File: config.mk
export PLATFORM = sky130hd
export DESIGN_NAME = fifo_stream_out
export DESIGN_NICKNAME = d
export VERILOG_FILES = /design/src/rtl/fifo_stream_out_pkg.sv /design/src/rtl/fifo_stream_skid_buf.sv /design/src/rtl/fifo_stream_out.sv
export SDC_FILE = /design/constraint.sdc
export NUM_CORES = 1
export LEC_CHECK = 0
export ABC_AREA = 1
export CORE_MARGIN = 5
export CORE_UTILIZATION = 54
export CTS_BUF_LIST = sky130_fd_sc_hd__clkbuf_16
export CTS_CLUSTER_SIZE = 20
export DETAILED_ROUTE_END_ITERATION = 7
export DONT_BUFFER_PORTS = 1
export PLACE_DENSITY = 0.71
export SETUP_SLACK_MARGIN = 0.2
export SYNTH_ARGS = -nofsm -noshare
export SYNTH_HDL_FRONTEND = slang
export SYNTH_HIERARCHICAL = 1
export SYNTH_SLANG_ARGS = --single-unit
File: constraint.sdc
create_clock -name clk -period 2.25 [get_ports clk]
set_input_delay 0.225 -clock clk [delete_from_list [all_inputs] [get_ports clk]]
set_output_delay 0.225 -clock clk [all_outputs]
set_load 0.03 [all_outputs]
File: src/rtl/fifo_stream_out_pkg.sv
// fifo_stream_out_pkg: shared constants and types for the FIFO-to-stream adapter.
// Holds the output buffer depth and the statistics counter width.
package fifo_stream_out_pkg;
    localparam int BUF_DEPTH = 2;
    localparam int CNT_W     = 16;
    localparam int PTR_W     = $clog2(BUF_DEPTH);
    typedef logic [$clog2(BUF_DEPTH+1)-1:0] occ_t;
    typedef logic [PTR_W-1:0]               ptr_t;
endpackage

File: src/rtl/fifo_stream_skid_buf.sv
// fifo_stream_skid_buf: 2-entry output buffer with head/tail pointers and occupancy.
// Ports:
//   clk, rst_n  - clock, asynchronous active-low reset
//   wr, din     - write din at tail
//   pop         - retire head entry
//   clear       - synchronous discard of all entries (dominates wr/pop)
//   occ         - number of valid entries (0..2)
//   dout        - head entry, straight from storage registers
module fifo_stream_skid_buf
    import fifo_stream_out_pkg::*;
#(
    parameter int DATA_WIDTH = 8
) (
    input  logic                  clk,
    input  logic                  rst_n,
    input  logic                  wr,
    input  logic [DATA_WIDTH-1:0] din,
    input  logic                  pop,
    input  logic                  clear,
    output occ_t                  occ,
    output logic [DATA_WIDTH-1:0] dout
);
    logic [DATA_WIDTH-1:0] mem [BUF_DEPTH];
    ptr_t                  head;
    ptr_t                  tail;

    assign dout = mem[head];

    always_ff @(posedge clk or negedge rst_n) begin
        if (!rst_n) begin
            head <= '0;
            tail <= '0;
            occ  <= '0;
            for (int i = 0; i < BUF_DEPTH; i++) mem[i] <= '0;
        end else if (clear) begin
            head <= '0;
            tail <= '0;
            occ  <= '0;
        end else begin
            if (wr) begin
                mem[tail] <= din;
                tail      <= tail + 1'b1;
            end
            if (pop) head <= head + 1'b1;
            occ <= occ + occ_t'(wr) - occ_t'(pop);
        end
    end
endmodule

File: src/rtl/fifo_stream_out.sv
// fifo_stream_out: converts a non-FWFT sync FIFO read port into a valid/ready stream.
// Ports:
//   clk, rst_n                        - clock, asynchronous active-low reset
//   fifo_rd_en, fifo_empty            - upstream read strobe / empty flag
//   fifo_valid, fifo_dout             - upstream read data, one cycle after fifo_rd_en
//   flush                             - discard buffered and in-flight data
//   m_valid, m_ready, m_data          - output stream
//   err                               - sticky: upstream data arrived with no read outstanding
//   beat_cnt, stall_cnt               - accepted beats / stalled cycles (wrap at 16 bits)
// Build option: define FIFO_STREAM_OUT_STAT_EN to implement beat_cnt/stall_cnt;
// otherwise both ports read 0 and carry no flops.
module fifo_stream_out
    import fifo_stream_out_pkg::*;
#(
    parameter int DATA_WIDTH = 8
) (
    input  logic                  clk,
    input  logic                  rst_n,
    output logic                  fifo_rd_en,
    input  logic                  fifo_empty,
    input  logic                  fifo_valid,
    input  logic [DATA_WIDTH-1:0] fifo_dout,
    input  logic                  flush,
    output logic                  m_valid,
    input  logic                  m_ready,
    output logic [DATA_WIDTH-1:0] m_data,
    output logic                  err,
    output logic [CNT_W-1:0]      beat_cnt,
    output logic [CNT_W-1:0]      stall_cnt
);
    occ_t       occ;
    logic       infl;
    logic       drop;
    logic       pop;
    logic       wr;
    logic [2:0] committed;

    assign m_valid   = occ != '0;
    assign pop       = m_valid && m_ready;
    // Entries held plus the read already on its way must leave room for one more
    // word; a same-cycle pop frees a slot, so it is added to the limit instead of
    // subtracted from the count to avoid unsigned underflow.
    assign committed = {1'b0, occ} + {2'b0, infl};
    assign fifo_rd_en = rst_n && !fifo_empty && !flush
                        && (committed < 3'(BUF_DEPTH) + {2'b0, pop});
    assign wr        = fifo_valid && infl && !drop;

    fifo_stream_skid_buf #(.DATA_WIDTH(DATA_WIDTH)) u_buf (
        .clk   (clk),
        .rst_n (rst_n),
        .wr    (wr),
        .din   (fifo_dout),
        .pop   (pop),
        .clear (flush),
        .occ   (occ),
        .dout  (m_data)
    );

    // drop shields the cycle after a flush that had a read outstanding, so a late
    // word is neither captured nor mistaken for an unsolicited one.
    always_ff @(posedge clk or negedge rst_n) begin
        if (!rst_n) begin
            infl <= 1'b0;
            drop <= 1'b0;
            err  <= 1'b0;
        end else begin
            infl <= fifo_rd_en;
            drop <= flush && infl;
            err  <= err || (fifo_valid && !infl && !drop);
        end
    end

`ifdef FIFO_STREAM_OUT_STAT_EN
    always_ff @(posedge clk or negedge rst_n) begin
        if (!rst_n) begin
            beat_cnt  <= '0;
            stall_cnt <= '0;
        end else begin
            beat_cnt  <= beat_cnt + CNT_W'(pop);
            stall_cnt <= stall_cnt + CNT_W'(m_valid && !m_ready);
        end
    end
`else
    assign beat_cnt  = '0;
    assign stall_cnt = '0;
`endif
endmodule
Word-level counts from Yosys, hierarchy flattened

Cells that the tools add are included.

Add/subtract/negate cells: 6
Magnitude comparators: 4
Multiplexer cells: 11
Bitwise logic cells: 3
Reduce and logical (&&, ||, !) cells: 19

Operators by type and width:

| cell                                                                         | number |
|---|---|
| 8-bit 2-to-1 mux                                                             | 4 |
| 16-bit bitwise mux                                                           | 1 |
| 1-bit logical AND                                                            | 10 |
| 8-bit demux with 1-bit select                                                | 1 |
| 2-bit nonzero test                                                           | 3 |
| 2-bit >= comparator, second input constant                                   | 2 |
| 1-bit zero test                                                              | 4 |
| 1-bit 2-to-1 mux                                                             | 4 |
| 1-bit NOT with 2-bit output                                                  | 2 |
| 2-bit by 1-bit adder with 3-bit output                                       | 1 |
| 2-bit by 1-bit adder with 3-bit output, first input constant                 | 1 |
| 3-bit less-than comparator                                                   | 1 |
| 1-bit adder, second input constant                                           | 2 |
| 2-bit by 1-bit adder with 2-bit output                                       | 1 |
| 2-bit by 1-bit less-than comparator with 1-bit output, second input constant | 1 |
| 2-bit 2-to-1 mux                                                             | 1 |
| 2-bit AND reduction                                                          | 1 |
| 2-bit by 1-bit subtractor with 2-bit output                                  | 1 |
| 1-bit logical OR                                                             | 1 |
| 1-bit NOT                                                                    | 1 |

Register bits: 23
Word-level logic and storage cells: 51

Depth between registers and ports, before layout

Gate-level depths: netlist of the first run.

Depth after elaboration: 6
Gate-level depth with buffers: 9
Mapped depth without buffers: 9

Hierarchy

Netlist of the first run, hierarchy kept.

By module, submodules not included:

| module               | times used | cells an instance | area an instance (µm²) | sequential area each (µm²) |
|---|---|---|---|---|
| fifo_stream_skid_buf | 1          | 92                | 983.4                  | 500.5 |
| fifo_stream_out      | 1          | 54                | 429.2                  | 75.1 |

Least setup slack after synthesis of the first run

Ideal clock, no wire load.

Kind: register to register
Start: register infl
End: register u_buf.occ[1]
Arrival time: 1.448 ns
Required time: 2.131 ns
Slack: 0.683 ns
Stages on the path, launching flop included: 9
Clock period less this slack: 1.567 ns
Path through: dfrtp_1 > nand2_1 > nor2_1 > inv_1 > ha_1 > inv_1 > ha_1 > a21oi_1 > nor2_1

Longest elaborated chain between the ends: 5

RTL lines:

| what                                        | line                       | text |
|---|---|---|
| from (decl)                                 | fifo_stream_out.sv:32      | `logic infl;` |
| from (signal assigned)                      | fifo_stream_out.sv:67      | `infl <= fifo_rd_en;` |
| 1-bit logical AND (2 in a row)              | fifo_stream_out.sv:46      | `assign wr = fifo_valid && infl && !drop;` |
| named net wr                                | fifo_stream_out.sv:35      | `logic wr;` |
| 2-bit by 1-bit adder with 2-bit output      | fifo_stream_skid_buf.sv:45 | `occ <= occ + occ_t'(wr) - occ_t'(pop);` |
| 2-bit by 1-bit subtractor with 2-bit output | fifo_stream_skid_buf.sv:45 |  |
| 2-bit 2-to-1 mux                            | fifo_stream_skid_buf.sv:35 | `end else if (clear) begin` |
| to (signal assigned)                        | fifo_stream_skid_buf.sv:45 |  |
| to (decl)                                   | fifo_stream_skid_buf.sv:20 | `output occ_t occ,` |

The timed path passes the listed nets, and every way through them passes these cells.
A chain may end at the register's enable or synchronous reset.

Worst setup path in the final report of the first run

Start: register u_buf.occ[0]
End: output fifo_rd_en

Longest elaborated chain between the ends: 5

RTL lines:

| what                                   | line                  | text |
|---|---|---|
| 2-bit nonzero test                     | fifo_stream_out.sv:38 | `assign m_valid = occ != '0;` |
| 1-bit logical AND                      | fifo_stream_out.sv:39 | `assign pop = m_valid && m_ready;` |
| 2-bit by 1-bit adder with 3-bit output | fifo_stream_out.sv:45 | `&& (committed < 3'(BUF_DEPTH) + {2'b0, pop});` |
| 3-bit less-than comparator (*)         | fifo_stream_out.sv:45 |  |
| 1-bit logical AND (*)                  | fifo_stream_out.sv:45 |  |
| to (decl)                              | fifo_stream_out.sv:19 | `output logic fifo_rd_en,` |

Mark *: on every way between the ends. The rest lies on a longest branch, timed or not.

==> results of run 1 <==
==> where the power goes <==
group          leakage (uW)  switching [uW]  internal [uW]
clock             0.0000371             140            241
sequential         0.000303            79.6            503
combinational      0.000410             410            172
total              0.000750             630            916
==> per-stage QoR <==
| stage | hold WS [ns] | cells | cell area (sq um) |
|---|---|---|---|
| global placement | -0.06979 | 172 | 1299 |
| global route | 0.02995 | 177 | 1391 |
| finish | 0.02645 | 177 | 1391 |
| CTS | 0.02355 | 177 | 1391 |
| floorplan | -0.07059 | 177 | 1529 |
| detailed placement | -0.06983 | 172 | 1299 |
==> cell usage in the layout, fill, tap and decap left out <==
cell	n
sky130_fd_sc_hd__a21oi_1	2
sky130_fd_sc_hd__a21oi_2	1
sky130_fd_sc_hd__clkbuf_16	3
sky130_fd_sc_hd__clkinvlp_4	1
sky130_fd_sc_hd__conb_1	32
sky130_fd_sc_hd__dfrtp_1	23
sky130_fd_sc_hd__dlygate4sd3_1	1
sky130_fd_sc_hd__ha_1	4
sky130_fd_sc_hd__inv_1	18
sky130_fd_sc_hd__inv_2	1
sky130_fd_sc_hd__mux2_2	8
sky130_fd_sc_hd__nand2_1	21
sky130_fd_sc_hd__nand2_2	2
sky130_fd_sc_hd__nand3_1	2
sky130_fd_sc_hd__nand3_2	1
sky130_fd_sc_hd__nand3_4	1
sky130_fd_sc_hd__nand3b_1	1
sky130_fd_sc_hd__nand3b_4	1
sky130_fd_sc_hd__nor2_1	4
sky130_fd_sc_hd__nor3_1	1
sky130_fd_sc_hd__o21a_1	1
sky130_fd_sc_hd__o21ai_0	1
sky130_fd_sc_hd__o21ai_2	16
sky130_fd_sc_hd__or2_1	1
==> logic make-up after synthesis <==
kind of cell,synth area share (%)
buf+inv,24.00
simple gates,12.93
flops,40.74
compound gates,12.13
mux,6.378
fa+ha+maj,3.543
other cells,0.2655
==> layout make-up <==
| class | count | area [sq um] |
|---|---|---|
| multi-input cells | 100 | 614.3 |
| clock buffers | 3 | 75.07 |
| well taps | 30 | 37.54 |
| fillers | 242 | 1109 |
| repair buffers | 1 | 10.01 |
| inverters | 19 | 71.32 |
| flip-flops and latches | 23 | 575.6 |
| clock inverters | 1 | 7.507 |
==> metal layers <==
layer	vias to the layer above	track usage [%]	part of all wire [%]
li1	394	-	-
met1	379	13.49	35
met2	31	22.36	52
met3	4	6.080	11
met4	0	6.502	1.8
met5	-	0	0
==> sequential cells by signal, summed over array words and instances, names as in the netlist <==
signal,cells
drop,1
u_buf/mem,16
err,1
infl,1
u_buf/tail,1
u_buf/occ,2
u_buf/head,1
==> critical path, cell delays in order, from the launching register on <==
cell                       delay, ns
sky130_fd_sc_hd__dfrtp_1        0.41
sky130_fd_sc_hd__ha_1           0.22
sky130_fd_sc_hd__ha_1           0.17
sky130_fd_sc_hd__nor2_1         0.08
sky130_fd_sc_hd__nand3b_1       0.09
sky130_fd_sc_hd__a21oi_2        0.36
==> worst max path at each step <==
stage            startpoint           end  slack [ns]  cells after the start
6_report       u_buf/occ[0]    fifo_rd_en        0.43                      5
5_1_grt        u_buf/occ[0]    fifo_rd_en        0.30                      5
4_1_cts        u_buf/occ[0]    fifo_rd_en        0.41                      5
3_5_place_dp           infl  u_buf/occ[1]        0.56                      8
3_3_place_gp           infl  u_buf/occ[1]        0.63                      8
2_1_floorplan          infl  u_buf/occ[1]        0.68                      8
==> timing repair <==
| item | CTS | global route |
|---|---|---|
| setup buffers | 0 | 0 |
| endpoints found under the setup margin | 0 | 0 |
| hold buffers | 1 | 0 |
| endpoints found under the hold margin | 23 | 0 |
==> results, run 1 <==
- The run finished with clean final reports.
- Setup slack on the worst reg-to-reg path comes out at approximately 0.56 ns.
- The number of buffers on the longest clock path is 2.
- By count the netlist is led by 32 x sky130_fd_sc_hd__buf_4, 23 x sky130_fd_sc_hd__dfrtp_1, 21 x sky130_fd_sc_hd__nand2_1.
- The core region is about 2500 sq um.
- Routability-driven placement finished with a final weighted congestion of about 0.7.
- The share of final-layout standard cells stronger than drive strength 1 is between 20% and 30%.
- Setup repair after global routing left no endpoint under its margin.
- The clock latency of the later-clocked register in the worst-skew pair is about 0.25 ns.
- For the final database, setup skew stands at roughly 0.00086 ns.
- The number of antenna repair diodes is 0.
- The final hold violation count is 0.
- In this run the number of H-tree levels came out at 1.
- The power density relative to cell area is 1111 nW/um^2.
- Entering global routing, the biggest net connects 24 pins.
- Dividing the detail-routed wire length by the instance count gives between 10 and 15 microns.
- The endpoint identified for the worst register-to-register timing path is u_buf/occ[1].
- Of all flip-flops after synthesis, the portion carrying an async set or reset was between 90% and 100%.
- Timing analysis after detailed placement gives a worst setup slack of roughly 0.56 ns.
- The cell taking the most area after synthesis is sky130_fd_sc_hd__dfrtp_1.
- The worst path setup slack after routing is ~0.43 ns.
- The final-report max-slew violation count was 0.
- The floorplan step defined a die boundary enclosing roughly 3700 sq um.
- Max-cap violations in this run came to 0.
- The worst pin sits at a relative slew slack of 32.34%.
- After synthesis, the cell types taking the most area are sky130_fd_sc_hd__dfrtp_1 41%, sky130_fd_sc_hd__buf_4 17%, sky130_fd_sc_hd__o21ai_2 9.9%.
- The clock-pin slew on the worst setup and hold paths is approximately 0.060 ns.
- VDD sags by at most about 0.00076 V.
- Of all nets on the critical path, the largest fanout is 4.
- Each instance of the synthesized netlist takes up on average about 9.7 sq um.
- The worst hold path belongs to the class in2reg.
- In the synthesized netlist the dominant register cell turns out to be sky130_fd_sc_hd__dfrtp_1.
- The via count is 808.
- The final cycle utilization of the critical path is around four fifths.
- The setup TNS is 0 ns.
- Setup violations remaining at the end of the flow were counted as 0.
- The initialized floorplan defines 18 standard-cell rows.
- The number of cells on the worst hold path is 1.
- The required time of the critical path is about 2.0 ns.
- The number of remaining DRC errors is 0.
- Synthesis handed over a netlist of between 100 and 150 instances.
- TritonCTS built the clock tree.
- The number of CTS-inserted buffers is 3.
- The initial utilization of the core area, before any placement, comes to 56.51%.
- The data arrival time of the critical path is between 1.5 and 2 ns.
- Once detail routing completed, the nets flagged for antenna violations numbered 0.
- The quantity of I/O buffers inserted on ports is 0.
- The synthesized design contains 23 register bits.
- Pin placement for this block handled 57 I/O pins.
- The number of different library cells in the post-synthesis netlist is 24.
- The kind of critical path is reg2out.
- The area share of the largest cell type after synthesis is 40.74%.
- Summed over all cells, the static leakage comes to 0.0007504 uW.
- For this block, the routed nets add up to roughly 2200 microns of wire.
- The critical path capture point type is an output pin.
- Counting I/O delays and the setup requirement, the final critical path takes ~1.8 ns.
- Timing would allow up to ~550 MHz.
- In this run the most critical hold path is launched from flush.
- The first-pass GRT wire length is 3546 microns.
- The worst-case reg-to-reg path depth is 9.
- The number of antenna violations at the first check in global routing is 0.
- After synthesis, flip-flops and latches occupy 40.74% of the total area.
- At the end of the flow, the number of nets in the layout was 166.
- The number of search-and-repair iterations in the first detailed-routing pass is 4.
- The number of synthesized flops with an enable pin is 0.
- The number of DRC violations after detailed-routing iteration 0 is 26.
- The master cell of the clock root buffer is sky130_fd_sc_hd__clkbuf_16.
- The synthesis warning total is 6.
- The number of global-route vias before repair is 820.
- Summing internal, switching and leakage power gives around 1500 uW.
- The die is a little over 60 microns wide.
- Across every metal layer, demand over resource in global routing totals a little over an eighth.
- The post-cts gate resize count is 0.
- The average via count per standard cell is between 4 and 5.
- After legalization and detailed placement, the total HPWL measured 1668 microns.
- After global routing the overflow that remains totals 0.
- Counting every sink on the clock net gives 23.
- From synthesis to final layout, the design area changed by -1.506%.
- The die is approximately 60 microns tall.
- The utilization after layout is between 50% and 60%.
- The most used standard cell by instance count after synthesis is sky130_fd_sc_hd__buf_4.
- The critical register-to-register path startpoint is infl.
- The post-synth design cell area is about 1400 sq um.
- The slew at the pin with the worst max-slew slack is roughly 1 ns.
- The kind of start point of the critical path is a register.
- The worst hold path endpoint is u_buf/occ[0].
Note: power is estimated with default switching activity, not from simulation.
==> run 2, diff against run 1 <==
==> constraint.sdc (replaced) <==
create_clock -name clk -period 1.8 [get_ports clk]
set_input_delay 0.18 -clock clk [delete_from_list [all_inputs] [get_ports clk]]
set_output_delay 0.18 -clock clk [all_outputs]
set_load 0.03 [all_outputs]
==> run 2 against run 1 <==
  * Clock power rose by 22%
  * Register-to-register slack got worse by 0.38 ns
  * Critical path type unchanged
  * Core utilization increased by 3.4 points
  * First-iteration DRC count down 46%
  * Clock-buffer cell count unchanged
  * Routed wire length grew 6.5%
  * Via count up 3.6%
==> results, run 2 (synthesized netlist as in run 1, its figures left out) <==
- The flow ran to the end, and the final reports show no timing, DRC or antenna violations.
- The maximum clock skew at final layout is 0.003781 ns (+0.002924 ns).
- The die extent in y is 61.15 microns (unchanged).
- The register-to-register setup slack was 0.18 ns (-0.38 ns).
- The total design power is 1999 uW (+29%).
- The final-report max-slew violation count is 0 (unchanged).
- The die area is 3739 sq um (unchanged).
- The largest registers in the layout are u_buf/mem (16), u_buf/occ (2).
- The net switching share of the total power is 40.48% (-0.28 points).
- The final hold violation count is 0 (unchanged).
- The part of the power in registers is 36.3% (-1.4 points).
- The largest delay contributor family on the critical path is flip-flops.
- The endpoint of the worst register-to-register path is u_buf/occ[0].
- The setup TNS is 0 ns (unchanged).
- The signal on the critical path passes through ha_2 > ha_4 > nor2_4 > nand3b_1 > a21oi_4.
- The clock-pin slew on the worst setup and hold paths came to 0.06 ns (about the same).
- The average via count per standard cell is 4.574 (+0.19%).
- The number of placement rows came to 18 (unchanged).
- The area of the multi-input gates was 651.9 sq um (+6.1%).
- The pin count of the biggest net entering global routing is 24 (unchanged).
- The area of the placeable core is 2500 sq um (unchanged).
- The count of maximum capacitance violations came to 0 (unchanged).
- The slew at the pin with the worst max-slew slack is 1.007 ns (-0.004757 ns).
- The tightest slew margin relative to the limit is 32.65% (+0.32 points).
- The library cell used most frequently in the layout, excluding fill and tap cells, is sky130_fd_sc_hd__conb_1.
- The utilization after layout is 59.06% (+3.4 points).
- The number of antenna violations at the first check in global routing is 0 (unchanged).
- The number of global-route vias before repair is 777 (-5.2%).
- In the layout the commonest cells are 32 x sky130_fd_sc_hd__conb_1, 23 x sky130_fd_sc_hd__dfrtp_1, 21 x sky130_fd_sc_hd__nand2_1.
- The worst path setup slack after routing is 0.1116 ns (-0.3182 ns).
- The required time of the critical path is 1.62 ns (-0.41 ns).
- The initial standard-cell utilization of the core is 56.51% (unchanged).
- The worst min-delay path startpoint is flush.
- The cell leakage power came to 0.0007809 uW (+4.1%).
- The launching element of the worst setup path is infl.
- The class of the worst hold path is in2reg.
- The portion of total power attributed to the clock network came to 23.2% (-1.4 points).
- The combined flip-flop and latch cell area was 575.6 sq um (unchanged).
- The master cell of the clock root buffer is sky130_fd_sc_hd__clkbuf_16.
- The number of remaining DRC errors came to 0 (unchanged).
- The power density relative to cell area is 1354 nW/um^2 (+22%).
- The layout overhead on the synthesized area is 4.518%.
- The buffering stage count on the worst path with inverters included is 0 (unchanged).
- The termination of the worst setup path is fifo_rd_en.
- The I/O pin count came to 57 (unchanged).
- The total length of routed wires is 2315 microns (+6.5%).
- Static timing analysis puts the maximum clock frequency at slightly below 600 MHz.
- The kind of critical path is reg2out.
- The HPWL after detailed placement is 1738 microns (+4.2%).
- The number of antenna repair diodes came to 0 (unchanged).
- The via count was 837 (+3.6%).
- The largest stage delay on the critical path is 0.40 ns (about the same).
- The worst setup slack after placement came to 0.2960 ns (-0.2599 ns).
- The clock latency of the later-clocked register in the worst-skew pair was 0.25 ns (about the same).
- The worst setup path is captured at an output pin.
- The part of the total power dissipated in combinational logic was 40.5% (+2.8 points).
- The kind of start point of the critical path is a register.
- The final number of setup-violating endpoints is 0 (unchanged).
- The switching power summed over all nets is 809.4 uW (+28%).
- The weighted congestion reported at the end of routability-driven placement is 0.6893 (-1.9%).
- The number of CTS-inserted buffers is 3 (unchanged).
- The H-tree depth reported by CTS is 1 (unchanged).
- The final cycle utilization of the critical path is between 90% and 100%.
- The number of DRC violations after detailed-routing iteration 0 is 14 (-46%).
- The largest driver fanout on the critical path was 2 (-2).
- The flip-flop count of the largest register, all copies and words added is 16 (unchanged).
- The number of standard cells in the final layout excluding fillers came to 183 (+3.4%).
- Setup repair after global routing could not meet its margin everywhere.
- The peak supply drop is 0.0008608 V (+13%).
- The quantity of I/O buffers inserted on ports was 0 (unchanged).
- The aggregate global routing overflow is 0 (unchanged).
- The first-pass GRT wire length is 3436 microns (-3.1%).
- The cell internal power dissipation was 1190 uW (+30%).
- The number of search-and-repair iterations in the first detailed-routing pass is 4 (unchanged).
- The clock sink count is 23 (unchanged).
- The global-route total usage across every layer was 12.59% (-0.52 points).
- The average detailed-routed wire length per instance is 12.65 microns (+3.0%).
- The slowest cell on the critical path is sky130_fd_sc_hd__dfrtp_1.
- The number of fill cells in the layout is 225 (-7.0%).
- The count of nets left with antenna violations after detail routing came to 0 (unchanged).
- The die boundary width came to 61.15 microns (unchanged).
- The worst path needs around 1.7 ns of the cycle, external delays included.
- The number of placed instances with taps included came to 173 (+0.58%).
- The register bank with the most flops is u_buf/mem.
- The CTS tree is done.
- The data arrival time of the critical path is 1.51 ns (-0.09 ns).
- The share of final-layout standard cells stronger than drive strength 1 is 29.41% (+5.6 points).
- The logic depth of the worst setup path including buffers is 5 (unchanged).
- The worst-case reg-to-reg path depth came to 10 (+1).
- The net count of the finished layout is 172 (+3.6%).
- The number of buffers on the longest clock path was 2 (unchanged).
- The worst register-to-register path begins at infl.
## run 2: layer usage
layer  part of all wire (%)  global-route usage [%]  up-vias
met5                      0                       0        -
met4                   0.52                   4.644        0
met3                    9.8                   4.612        2
met2                     51                   21.30       30
met1                     39                   14.55      393
li1                       -                       -      412
## run 2: final cells by class
| type | count | share of cell area, % |
|---|---|---|
| Clock buffer | 3 | 5.085 |
| Clock inverter | 1 | 0.2542 |
| Inverter | 19 | 4.830 |
| Multi-Input combinational cell | 100 | 44.15 |
| Sequential cell | 23 | 38.98 |
| Tap cell | 30 | 2.542 |
| Timing Repair Buffer | 7 | 4.153 |
## run 2: how the worst min path moves through the flow
stage | endpoint | slack [ns] | depth (start not counted)
6_report | drop | 0.04 | 2
4_1_cts | drop | 0.04 | 2
3_5_place_dp | u_buf/occ[0] | -0.11 | 0
3_3_place_gp | infl | -0.11 | 0
2_1_floorplan | drop | -0.12 | 0
5_1_grt | drop | 0.04 | 2
## run 2: repair_timing
action | CTS | global route
pin swaps | 1 | 7
endpoints found under the hold margin | 24 | 0
endpoints found under the setup margin | 1 | 3
hold buffers | 2 | 0
gates resized for setup | 2 | 8
buffers inserted | 2 | 2
cloned | 0 | 0
## run 2: worst reg2reg max path: stages (launching register included)
cell and delay (ns):
sky130_fd_sc_hd__dfrtp_1 0.38, sky130_fd_sc_hd__buf_4 0.12, sky130_fd_sc_hd__buf_6 0.09, sky130_fd_sc_hd__nand2_1 0.05, sky130_fd_sc_hd__nor2_2 0.12, sky130_fd_sc_hd__inv_1 0.07, sky130_fd_sc_hd__ha_1 0.27, sky130_fd_sc_hd__inv_1 0.04
sky130_fd_sc_hd__ha_2 0.30, sky130_fd_sc_hd__inv_1 0.04, sky130_fd_sc_hd__nor2_2 0.09
## run 2: power by group through the flow
stage	logic (uW)	clock network (uW)	registers (uW)
2_1_floorplan	748	0	690
3_3_place_gp	712	0	729
3_5_place_dp	725	0	739
4_1_cts	780	477	722
5_1_grt	883	496	747
6_report	809	465	725
## run 2: through the flow
stage	hold WS (ns)	area [sq um]
after floorplan	-0.1156	1529
after global placement	-0.1147	1306
after detailed placement	-0.1149	1306
after CTS	0.03835	1430
after global routing	0.04246	1476
final	0.03971	1476
